===== src/rtl/flag_cond_unit_if.sv =====
// rtl/flag_cond_unit_if.sv - execute-stage result/NZVC bus between ALU side and flag/condition unit
interface flag_cond_unit_if #(
    parameter int WIDTH = 16
);
    logic             stall;
    logic             flush;
    logic             ex_valid;
    logic [3:0]       ex_cond;
    logic             ex_set_flags;
    logic             ex_is_branch;
    logic [WIDTH-1:0] alu_out;
    logic             alu_n;
    logic             alu_z;
    logic             alu_v;
    logic             alu_c;
    logic             cond_pass;
    logic [3:0]       flags;
    logic             mem_valid;
    logic [WIDTH-1:0] mem_result;
    logic             branch_taken;

    modport master (
        output stall, flush, ex_valid, ex_cond, ex_set_flags, ex_is_branch,
        output alu_out, alu_n, alu_z, alu_v, alu_c,
        input  cond_pass, flags, mem_valid, mem_result, branch_taken
    );

    modport slave (
        input  stall, flush, ex_valid, ex_cond, ex_set_flags, ex_is_branch,
        input  alu_out, alu_n, alu_z, alu_v, alu_c,
        output cond_pass, flags, mem_valid, mem_result, branch_taken
    );
endinterface


===== src/rtl/flag_cond_unit.sv =====
// rtl/flag_cond_unit.sv - NZVC status register, condition evaluation, commit and branch-shadow squash
module flag_cond_unit #(
    parameter int         WIDTH       = 16,
    parameter int         BR_SHADOW   = 2,
    parameter logic [3:0] RESET_FLAGS = 4'b0000
) (
    input logic             clk,
    input logic             rst,
    flag_cond_unit_if.slave bus
);

    typedef enum logic {
        RUN    = 1'b0,
        SHADOW = 1'b1
    } state_t;

    localparam logic [3:0] SHADOW_LEN = 4'(BR_SHADOW);

    state_t           state;
    state_t           state_nxt;
    logic [3:0]       cnt;
    logic [3:0]       cnt_nxt;
    logic [3:0]       flags_q;
    logic             mem_valid_q;
    logic [WIDTH-1:0] mem_result_q;
    logic             branch_taken_q;

    logic adv;
    logic live;
    logic cond_true;
    logic cond_pass;
    logic take_branch;

    logic fn, fz, fc, fv;

    // Flags are read straight from the register: a producer writes them as it leaves E.
    assign fn = flags_q[3];
    assign fz = flags_q[2];
    assign fc = flags_q[1];
    assign fv = flags_q[0];

    always_comb begin
        cond_true = 1'b0;
        case (bus.ex_cond)
            4'h0:    cond_true = fz;
            4'h1:    cond_true = ~fz;
            4'h2:    cond_true = fc;
            4'h3:    cond_true = ~fc;
            4'h4:    cond_true = fn;
            4'h5:    cond_true = ~fn;
            4'h6:    cond_true = fv;
            4'h7:    cond_true = ~fv;
            4'h8:    cond_true = fc & ~fz;
            4'h9:    cond_true = ~fc | fz;
            4'hA:    cond_true = (fn == fv);
            4'hB:    cond_true = (fn != fv);
            4'hC:    cond_true = ~fz & (fn == fv);
            4'hD:    cond_true = fz | (fn != fv);
            4'hE:    cond_true = 1'b1;
            default: cond_true = 1'b0;
        endcase
    end

    assign adv         = ~bus.stall;
    assign live        = bus.ex_valid & ~bus.flush & (state == RUN);
    assign cond_pass   = live & cond_true;
    assign take_branch = cond_pass & bus.ex_is_branch;

    always_comb begin
        state_nxt = state;
        cnt_nxt   = cnt;
        if (bus.flush) begin
            state_nxt = RUN;
            cnt_nxt   = 4'd0;
        end else begin
            case (state)
                RUN: begin
                    if (take_branch && (BR_SHADOW > 0)) begin
                        state_nxt = SHADOW;
                        cnt_nxt   = SHADOW_LEN;
                    end
                end
                SHADOW: begin
                    // Counts advancing edges, not valid slots, so bubbles also use up the shadow.
                    if (cnt <= 4'd1) begin
                        state_nxt = RUN;
                        cnt_nxt   = 4'd0;
                    end else begin
                        cnt_nxt = cnt - 4'd1;
                    end
                end
                default: begin
                    state_nxt = RUN;
                    cnt_nxt   = 4'd0;
                end
            endcase
        end
    end

    always_ff @(posedge clk) begin
        if (rst) begin
            state          <= RUN;
            cnt            <= 4'd0;
            flags_q        <= RESET_FLAGS;
            mem_valid_q    <= 1'b0;
            mem_result_q   <= '0;
            branch_taken_q <= 1'b0;
        end else if (adv) begin
            state          <= state_nxt;
            cnt            <= cnt_nxt;
            mem_valid_q    <= cond_pass;
            branch_taken_q <= take_branch;
            if (cond_pass && bus.ex_set_flags) begin
                flags_q <= {bus.alu_n, bus.alu_z, bus.alu_c, bus.alu_v};
            end
            if (cond_pass) begin
                mem_result_q <= bus.alu_out;
            end
        end
    end

    assign bus.cond_pass    = cond_pass;
    assign bus.flags        = flags_q;
    assign bus.mem_valid    = mem_valid_q;
    assign bus.mem_result   = mem_result_q;
    assign bus.branch_taken = branch_taken_q;

endmodule


===== src/flat_wrapper.sv =====
// flat-port wrapper written by rule: the top's interface ports become plain ports
module flag_cond_unit_flat 
#(
    parameter int         WIDTH       = 16,
    parameter int         BR_SHADOW   = 2,
    parameter logic [3:0] RESET_FLAGS = 4'b0000
)
  (clk, rst, bus_stall, bus_flush, bus_ex_valid, bus_ex_cond, bus_ex_set_flags, bus_ex_is_branch, bus_alu_out, bus_alu_n, bus_alu_z, bus_alu_v, bus_alu_c, bus_cond_pass, bus_flags, bus_mem_valid, bus_mem_result, bus_branch_taken);
  flag_cond_unit_if #(.WIDTH(WIDTH)) bus_i ();
  input logic clk;
  input logic rst;
  input wire logic [$bits(bus_i.stall)-1:0] bus_stall;
  input wire logic [$bits(bus_i.flush)-1:0] bus_flush;
  input wire logic [$bits(bus_i.ex_valid)-1:0] bus_ex_valid;
  input wire logic [$bits(bus_i.ex_cond)-1:0] bus_ex_cond;
  input wire logic [$bits(bus_i.ex_set_flags)-1:0] bus_ex_set_flags;
  input wire logic [$bits(bus_i.ex_is_branch)-1:0] bus_ex_is_branch;
  input wire logic [$bits(bus_i.alu_out)-1:0] bus_alu_out;
  input wire logic [$bits(bus_i.alu_n)-1:0] bus_alu_n;
  input wire logic [$bits(bus_i.alu_z)-1:0] bus_alu_z;
  input wire logic [$bits(bus_i.alu_v)-1:0] bus_alu_v;
  input wire logic [$bits(bus_i.alu_c)-1:0] bus_alu_c;
  output wire logic [$bits(bus_i.cond_pass)-1:0] bus_cond_pass;
  output wire logic [$bits(bus_i.flags)-1:0] bus_flags;
  output wire logic [$bits(bus_i.mem_valid)-1:0] bus_mem_valid;
  output wire logic [$bits(bus_i.mem_result)-1:0] bus_mem_result;
  output wire logic [$bits(bus_i.branch_taken)-1:0] bus_branch_taken;
  assign bus_i.stall = bus_stall;
  assign bus_i.flush = bus_flush;
  assign bus_i.ex_valid = bus_ex_valid;
  assign bus_i.ex_cond = bus_ex_cond;
  assign bus_i.ex_set_flags = bus_ex_set_flags;
  assign bus_i.ex_is_branch = bus_ex_is_branch;
  assign bus_i.alu_out = bus_alu_out;
  assign bus_i.alu_n = bus_alu_n;
  assign bus_i.alu_z = bus_alu_z;
  assign bus_i.alu_v = bus_alu_v;
  assign bus_i.alu_c = bus_alu_c;
  assign bus_cond_pass = bus_i.cond_pass;
  assign bus_flags = bus_i.flags;
  assign bus_mem_valid = bus_i.mem_valid;
  assign bus_mem_result = bus_i.mem_result;
  assign bus_branch_taken = bus_i.branch_taken;
  flag_cond_unit #(.WIDTH(WIDTH), .BR_SHADOW(BR_SHADOW), .RESET_FLAGS(RESET_FLAGS)) u_core (.clk(clk), .rst(rst), .bus(bus_i));
endmodule

===== config.mk =====
export PLATFORM = sky130hd
export DESIGN_NAME = flag_cond_unit_flat
export DESIGN_NICKNAME = d
export VERILOG_FILES = /design/src/rtl/flag_cond_unit_if.sv /design/src/rtl/flag_cond_unit.sv /design/src/flat_wrapper.sv
export SDC_FILE = /design/constraint.sdc
export NUM_CORES = 1
export LEC_CHECK = 0
export CAP_MARGIN = 15
export CORE_ASPECT_RATIO = 2
export CORE_UTILIZATION = 39
export DETAILED_ROUTE_END_ITERATION = 10
export MAX_ROUTING_LAYER = met4
export PLACE_DENSITY_LB_ADDON = 0.15
export SYNTH_ARGS = -nofsm -noshare
export SYNTH_HDL_FRONTEND = slang
export SYNTH_SLANG_ARGS = --single-unit

===== constraint.sdc =====
create_clock -name clk -period 2.35 [get_ports clk]
set_input_delay 0.235 -clock clk [delete_from_list [all_inputs] [get_ports clk]]
set_output_delay 0.235 -clock clk [all_outputs]
set_load 0.1 [all_outputs]

==> results.yml <==
power:
  p_comb_frac: 0.252
  clkPwrFrac: 0.277
  intPower_uw: 690
  p_leak_uw: 0.00105
  p_per_area_nw_per_um2: 443
  switching_share: 0.307
  irDropWorstVdd_mv: 0.412
  seq_power_share: 0.471
  power.switching_uw: 306
layout:
  final_cell_mix: "40 x buf_4, 28 x clkdlybuf4s50_1, 23 x dfxtp_1"
  fin_cells: 280
  antenna_cells: 0
  layout_commonest_cell: "buf_4"
  drive_gt1_frac: 0.297
  nets: 263
  areaGrowthSynthToFinish_pct: 46.3
worst_setup_path:
  cp_data_arrival_time_ps: 2020
  r2r_end: "u_core.bus.flags[2]"
  critPathCaptureType: "output port"
  start_kind: "flop"
  critPathKind: "flop to output port"
  r2r-start: "u_core.bus.flags[1]"
  regToRegSetupSlack_ps: 300
  ff2ff_path_depth: 8
  cp.required_ps: 2120
  crit_path_max_fanout: 6
detailed_routing:
  ant_nets: 0
  routedWlPerCell_um: 13.9
  firstDrtPassIters: 6
  viasPerCell: 5.30
  wirelength_mm: 3.89
  drcViolationCount: 0
  drtIter0Drc: 22
  num_vias: 1485
yosys:
  ys.flop_type: "dfxtp_1"
  yosys.cell_types.count: 46
  synth_top_cell_area_share: 0.352
  avgSynthCellArea_sq_um: 9.26
  netlist_instances: 166
  synthArstFlopShare: 0
  synth-edff-count: 0
  synth_area_sq_um: 1540
  synth_fp_nets: 199
  ys_warn_count: 0
  ys_seq_elements: 27
  yosys.area.top_type: "dfxtp_1"
  ys_seq_area_frac: 0.352
  synthTopCellsByArea: "dfxtp_1 35%, a41o_1 10%, a21oi_1 5.5%"
global_routing:
  antenna_found_initial: 0
  gr-total-overflow: 0
  grt_max_degree: 36
  grt_pass1_vias: 1482
  grt_pass1_wl_mm: 6.20
  grtUsageTotal: 0.202
worst_hold_path:
  hold_path.class: "flop to flop"
  hold_depth: 1
  holdPathEnd: "u_core.bus.mem_result[5]"
  min_from: "u_core.bus.mem_result[5]"
cts:
  clk_pin_slew_ps: 100
  cts.htree.levels: 1
  clk_root_buffer_cell: "clkbuf_8"
  clkLatencyLatePin_ps: 280
  clock-sinks: 27
  cts_tree: "done"
  cts_buffers: 3
  cts_buffer_depth: 2
place:
  dp_hpwl_mm: 3.18
  post-place-cells: 275
  io_buffer_count: 53
  gp_congestion: 0.845
sta:
  hold_slack_ps: 506
  max_freq_ghz: 0.444
  worst_pin_slew_ps: 431
  hold_violations: 0
  layout_min_cycle_time_ps: 2250
  fin_crit_sh: 0.958
  setup_viol: 0
  slew_headroom: 0.712
  drv_slew: 0
  setup_tns_ps: 0
  finalClockSkew_ps: 10.3
die:
  die-width_um: 46.4
  start_util: 0.404
  rows: 32
  ios: 54
  die_area_sq_um: 4210
  die_h_um: 90.8
  core-area_sq_um: 3800
run:
  max-cap-violations: 0
outcome:
  status: "completed"
cells in the mapped netlist, drive strengths merged, types with 3 or more instances:
cell type	number
inv	3
mux2i	6
dfxtp	27
a41o	16
buf	9
nor2	13
a21oi	18
clkbuf	5
nand2	21
nor3	7
o21ai	3
flip-flops by register name (all words and copies together), names as in the netlist:
name / cells
u_core.bus.mem_result: 16
u_core.bus.flags: 4
u_core.cnt: 4
u_core.bus.branch_taken: 1
u_core.bus.mem_valid: 1
u_core.state: 1
layout make-up:
| cell class | count | area (sq um) |
|---|---|---|
| fill | 341 | 1550 |
| multi-input combinational | 121 | 911 |
| timing repair buffer | 73 | 658 |
| sequential | 27 | 553 |
| tap | 51 | 63.8 |
| clock buffer | 3 | 41.3 |
| inverter | 4 | 15.0 |
| clock inverter | 1 | 7.51 |
power by group through the flow:
stage               combinational (uW)  clock [uW]  sequential [uW]
finish                             251         276              470
global placement                   245           0              480
detailed placement                 250           0              481
floorplan                         87.2           0              538
CTS                                251         286              470
global route                       266         300              471
worst max-delay path, stage by stage (launching register included):
cell	delay [ps]
dfxtp_2	380
nor4b_2	310
a211oi_1	90
buf_4	150
a311oi_4	390
nor3_2	110
nor2_4	140
buf_12	180
worst max path at each step:
stage / depth (start not counted) / slack (ps) / endpoint / from
final: 7 / 100 / bus_cond_pass / u_core.bus.flags[2]
after global routing: 8 / -6 / bus_cond_pass / bus_ex_cond[1]
after CTS: 7 / 70 / bus_cond_pass / u_core.bus.flags[2]
after detailed placement: 9 / -200 / u_core.bus.flags[2] / bus_ex_cond[0]
after global placement: 9 / -110 / u_core.bus.mem_result[2] / bus_ex_cond[2]
after floorplan: 6 / 40 / bus_cond_pass / u_core.bus.flags[3]
kinds of logic (layout without fill, tap and decap cells):
logic type                 count (synthesis)  after routing  synth area share
DFF                                       27             27             0.352
AOI/OAI and AO/OA                         50             50             0.293
adders and majority gates                  2              2            0.0163
muxes                                      6              6            0.0391
buffers and inverters                     18             81            0.0700
and+or+nand+nor                           60             60             0.213
xor gates and xnor gates                   3              3            0.0171
metal layers:
metal,global-route usage,share of wire,up-vias,routed length [um]
met2,0.399,0.62,36,2400
met1,0.170,0.34,705,1330
met3,0.0280,0.030,4,117
li1,-,-,740,-
met5,-,0,-,0
met4,0.0613,0.012,0,47
through the flow:
step | total power [uW] | area [sq um] | setup WS, ps | util
floorplan | 625 | 1560 | 36.0 | -
global placement | 725 | 2180 | -109 | 0.574
detailed placement | 730 | 2180 | -196 | 0.574
CTS | 1010 | 2240 | 66.1 | 0.589
global route | 1040 | 2250 | -5.72 | 0.591
finish | 997 | 2250 | 97.6 | 0.591
repair_timing:
item                                    in CTS  in global routing
resized for setup                            4                  0
setup buffers                                0                  1
hold buffers                                 0                  0
endpoints found under the setup margin       1                  1
pin swaps                                    1                  1
No activity file was read; power rests on OpenSTA's default activity.
